<file path="src/rtl/debounce_bank.sv">
// N-channel debouncer: a level is accepted once it has held for STABLE_CYCLES clocks, with rise/fall strobes.
// Optional DEBOUNCE_BANK_SYNC_EN adds a 2-flop synchroniser per input bit ahead of the filter.
module debounce_bank #(
  parameter int unsigned N_CH          = 4,
  parameter int unsigned STABLE_CYCLES = 1000000,
  parameter logic        RESET_VAL     = 1'b0,
  parameter int unsigned CNT_W         = $clog2(STABLE_CYCLES + 1)
) (
  input  logic            clk_in,
  input  logic            rst_in,
  input  logic [N_CH-1:0] bouncey_in,
  output logic [N_CH-1:0] clean_out,
  output logic [N_CH-1:0] rise_out,
  output logic [N_CH-1:0] fall_out,
  output logic            busy_out
);

  localparam logic [CNT_W-1:0] CNT_MAX = CNT_W'(STABLE_CYCLES - 1);

  if (STABLE_CYCLES < 2) begin : g_bad_stable
    $error("debounce_bank: STABLE_CYCLES must be >= 2");
  end
  if (N_CH < 1) begin : g_bad_nch
    $error("debounce_bank: N_CH must be >= 1");
  end

  logic [N_CH-1:0]  in_s;
  logic [N_CH-1:0]  prev_q, prev_d;
  logic [N_CH-1:0]  clean_d, rise_d, fall_d;
  logic [CNT_W-1:0] cnt_q [N_CH];
  logic [CNT_W-1:0] cnt_d [N_CH];

`ifdef DEBOUNCE_BANK_SYNC_EN
  logic [N_CH-1:0] sync_q1, sync_q2;

  // Metastability guard for pins that are asynchronous to clk_in.
  always_ff @(posedge clk_in) begin
    if (rst_in) begin
      sync_q1 <= {N_CH{RESET_VAL}};
      sync_q2 <= {N_CH{RESET_VAL}};
    end else begin
      sync_q1 <= bouncey_in;
      sync_q2 <= sync_q1;
    end
  end

  assign in_s = sync_q2;
`else
  assign in_s = bouncey_in;
`endif

  // Per-channel settle counter: any bounce or agreement with the clean level restarts it.
  always_comb begin
    prev_d  = in_s;
    clean_d = clean_out;
    rise_d  = '0;
    fall_d  = '0;
    for (int unsigned i = 0; i < N_CH; i++) begin
      cnt_d[i] = '0;
      if ((in_s[i] == prev_q[i]) && (in_s[i] != clean_out[i])) begin
        if (cnt_q[i] == CNT_MAX) begin
          clean_d[i] = in_s[i];
          rise_d[i]  = in_s[i];
          fall_d[i]  = ~in_s[i];
        end else begin
          cnt_d[i] = cnt_q[i] + CNT_W'(1);
        end
      end
    end
  end

  always_ff @(posedge clk_in) begin
    if (rst_in) begin
      prev_q    <= {N_CH{RESET_VAL}};
      clean_out <= {N_CH{RESET_VAL}};
      rise_out  <= '0;
      fall_out  <= '0;
      for (int unsigned i = 0; i < N_CH; i++) begin
        cnt_q[i] <= '0;
      end
    end else begin
      prev_q    <= prev_d;
      clean_out <= clean_d;
      rise_out  <= rise_d;
      fall_out  <= fall_d;
      for (int unsigned i = 0; i < N_CH; i++) begin
        cnt_q[i] <= cnt_d[i];
      end
    end
  end

  // Settle-in-progress indicator, derived only from the counter registers.
  always_comb begin
    busy_out = 1'b0;
    for (int unsigned i = 0; i < N_CH; i++) begin
      busy_out = busy_out | (cnt_q[i] != '0);
    end
  end

endmodule
</file>
<file path="config.mk">
export PLATFORM = sky130hd
export DESIGN_NAME = debounce_bank
export DESIGN_NICKNAME = d
export VERILOG_FILES = /design/src/rtl/debounce_bank.sv
export SDC_FILE = /design/constraint.sdc
export NUM_CORES = 1
export LEC_CHECK = 0
export ABC_CLOCK_PERIOD_IN_PS = 4400
export CAP_MARGIN = 0
export CORE_ASPECT_RATIO = 0.8
export CORE_MARGIN = 2
export CORE_UTILIZATION = 60
export CTS_CLUSTER_DIAMETER = 150
export DETAILED_ROUTE_END_ITERATION = 8
export GPL_TIMING_DRIVEN = 0
export PLACE_DENSITY = 0.82
export RECOVER_POWER = 25
export SYNTH_ARGS = -nofsm -noshare
export SYNTH_HDL_FRONTEND = slang
export SYNTH_SLANG_ARGS = --single-unit
</file>
<file path="constraint.sdc">
create_clock -name clk_in -period 4.4 [get_ports clk_in]
set_clock_uncertainty 0.15 [all_clocks]
set_input_delay 0.66 -clock clk_in [delete_from_list [all_inputs] [get_ports clk_in]]
set_output_delay 0.66 -clock clk_in [all_outputs]
set_load 0.05 [all_outputs]
</file>
==> metrics.md <==
| Metric | Value |
|---|---|
| CTS H-tree depth | 3 |
| CTS tree | yes |
| Synthesized area | 0.00437 mm² |
| Worst hold path cell count | 1 |
| Unrepaired setup endpoints after global routing | no |
| Min Tclk post-route | 3.77 ns |
| # Max-Cap Violations | 0 |
| Worst hold endpoint | cnt_q[2][0] |
| Post-layout nets | 551 |
| # setup viols final | 0 |
| Post-synthesis sequential area ratio | 44.0% |
| Critical path type | reg2out |
| Status | finished, final reports clean |
| Clock root buffer master | clkbuf_8 |
| Critical path arrival | 2.96 ns |
| Final TNS setup | 0 ns |
| Slew Viols, Final | 0 |
| I/O Pins | 19 |
| Syn nets | 522 |
| CP startpoint kind | register |
| Drt via density | 6.03 |
| Placed cell count | 613 |
| Post-Syn Instances | 508 |
| Worst path max stage delay | 0.72 ns |
| Largest net degree at the start of global routing | 17 |
| WL final | 9.21 mm |
| Initial antenna violation count | 0 |
| R2R Setup Slk | 1.77 ns |
| First-pass GRT wire length | 15.8 mm |
| Synthesized flop and latch total | 96 |
| Leakage | 1.48 nW |
| Hold_buf cts | 0 |
| CP bufs+invs | 1 |
| Worst skew pair latency | 0.36 ns |
| R2R Path Start | cnt_q[0][0] |
| DP HPWL | 6.71 mm |
| Non-Filler Instances | 629 |
| Core ar. | 0.00696 mm² |
| Die Width | 99.4 µm |
| Ys flop type | dfxtp_1 |
| Ys Warns | 0 |
| Clk slew on worst S/H paths | 0.09 ns |
| Via count | 3794 |
| 1st-iter DRT viols | 115 |
| Hold path startpoint | cnt_q[2][0] |
| Kind of end point of the critical path | primary output |
| DRC viols | 0 |
| DP Area | 0.00466 mm² |
| Synth unique cells | 45 |
| CP required | 3.59 ns |
| GRT overflow | 0 |
| Port bufs | 18 |
| Reg-to-reg endpoint | cnt_q[0][8] |
| Routed WL per cell | 14.6 µm |
| Clock sinks | 96 |
| Die Area | 0.00799 mm² |
| Fin crit share | 85.7% |
| Fmax achieved | 265 MHz |
| Routed Antenna Nets | 0 |
| Final hold violations | 0 |
| CTS Buffer Depth | 2 |
| Total GRT Usage | 24.6% |
| Avg Cell Area, Syn | 8.60 µm² |
| DR pass1 iterations | 4 |
| Worst-Margin Slew | 0.770 ns |
| Post-CTS repair timing setup buffer count | 0 |
| HP Class | reg2reg |
| Max VDD drop | 0.000202 V |
| Gpl congestion | 0.858 |
| Initial Utilization | 62.8% |
| Vias in the first global route | 3432 |
| Fin area | 0.00490 mm² |
| R2R cell count | 6 |
| Slew margin rel. | 48.3% |
| Antenna fix cells | 0 |
| Row count | 27 |
| Layout cell share with drive strength beyond 1 | 5.72% |
| CP cell instances | nor4_1 -> nand4_1 -> or3_1 -> or4_1 -> clkdlybuf4s50_1 |
| Post-synth EDFFs | 0 |
| Ys async rst share | 0% |
| DIE HEIGHT | 80.3 µm |
| Critical Path Fanout Max | 4 |
| Area growth syn-to-layout | 12.1% |
| Pwr per Cell Area | 326 mW/mm² |
| Slowest CP cell | clkdlybuf4s50_1 |
| Post_cts resized | 0 |
| Delay-heaviest family, CP | simple AND/OR/NAND/NOR gates |
| Num CTS Buffers | 9 |
[cells in the final DEF (no fill, tap or decap), types with 8 or more instances in the layout]
cell type | synthesis | final
a21oi_1 | 27 | 27
clkbuf_1 | 16 | 16
clkbuf_8 | 0 | 9
clkdlybuf4s50_1 | 0 | 14
dfxtp_1 | 96 | 96
ha_1 | 8 | 8
inv_1 | 28 | 28
nand2_1 | 24 | 24
nand3_1 | 28 | 28
nand4_1 | 21 | 21
nor2_1 | 68 | 68
nor3_1 | 15 | 15
nor4_1 | 22 | 22
o21ai_0 | 14 | 14
o31ai_1 | 10 | 10
or3_1 | 15 | 15
or4_1 | 16 | 16
xnor2_1 | 32 | 32
xor2_1 | 17 | 17
[synth_stat cells, types with 8 or more instances]
cell      count  area [µm²]
nand4_1      21         131
a21oi_1      27         135
nand2_1      24        90.1
or4_1        16         120
nor4_1       22         138
ha_1          8         100
o21ai_0      14        70.1
inv_1        28         105
dfxtp_1      96        1920
o31ai_1      10        75.1
xnor2_1      32         280
or3_1        15        93.8
nand3_1      28         140
nor2_1       68         255
nor3_1       15        75.1
clkbuf_1     16        60.1
xor2_1       17         149
[metrics by stage]
step / hold slack [ns] / utilization (%) / total power, W / setup slack (ns)
finish: 0.332 / 70.4 / 0.00160 / 0.631
global route: 0.370 / 70.4 / 0.00164 / 0.514
CTS: 0.340 / 70.4 / 0.00160 / 0.616
detailed placement: 0.318 / 67.0 / 0.000929 / 1.01
global placement: 0.304 / 67.0 / 0.000928 / 1.04
floorplan: 0.287 / - / 0.000913 / 1.75
[metal layers]
layer	global-route usage, %	vias to the layer above	share of wire (%)
li1	-	1881	-
met4	7.40	0	1.4
met1	34.5	1813	48
met3	4.87	13	4.5
met2	38.6	87	46
met5	0	-	0
[cells by family (layout without fill, tap and decap cells)]
logic type               count (synthesis)  count (layout)  synth area share [%]
XOR/XNOR                                49              49                  9.82
flip-flops                              96              96                  44.0
adder cells (fa/ha/maj)                  8               8                  2.29
multiplexers                             2               2                 0.458
AND/OR/NAND/NOR                        245             245                  30.4
AO/OA/AOI/OAI                           62              62                  9.05
buffers and inverters                   46              80                  4.01
[registers in the layout (all words and copies together) (netlist names)]
register   count
clean_out      4
cnt_q         80
rise_out       4
fall_out       4
prev_q         4
[worst register-to-register path, delay by kind of cell (launching register included)]
kind | cells | cell delay [ns]
buffers and inverters | 1 | 0.42
and+or+nand+nor | 3 | 0.59
AOI/OAI and AO/OA | 1 | 0.72
adders and majority gates | 1 | 0.22
DFF | 1 | 0.41
[power breakdown]
part / internal, W / leakage (nW) / switching (W)
logic: 0.0000123 / 0.580 / 0.0000218
registers: 0.000871 / 0.774 / 0.00000288
clock network: 0.000379 / 0.124 / 0.000309
total: 0.00126 / 1.48 / 0.000334
[worst max-delay path by stage]
| stage | cells past startpoint | slack, ns | startpoint | to |
|---|---|---|---|---|
| after floorplan | 4 | 1.75 | cnt_q[0][10] | busy_out |
| after global placement | 5 | 1.04 | cnt_q[3][11] | busy_out |
| after detailed placement | 5 | 1.01 | cnt_q[3][11] | busy_out |
| after CTS | 5 | 0.62 | cnt_q[3][11] | busy_out |
| after global routing | 5 | 0.51 | cnt_q[3][11] | busy_out |
| final | 5 | 0.63 | cnt_q[3][11] | busy_out |
[cell type report]
cell class | count | area, µm²
Inverter | 28 | 105
Clock buffer | 9 | 124
Sequential cell | 96 | 1920
Timing Repair Buffer | 18 | 180
Clock inverter | 7 | 118
Tap cell | 87 | 109
Multi-Input combinational cell | 366 | 2270
Fill cell | 546 | 2060
Buffer | 18 | 70.1
Power figures use the tool's default switching activity.
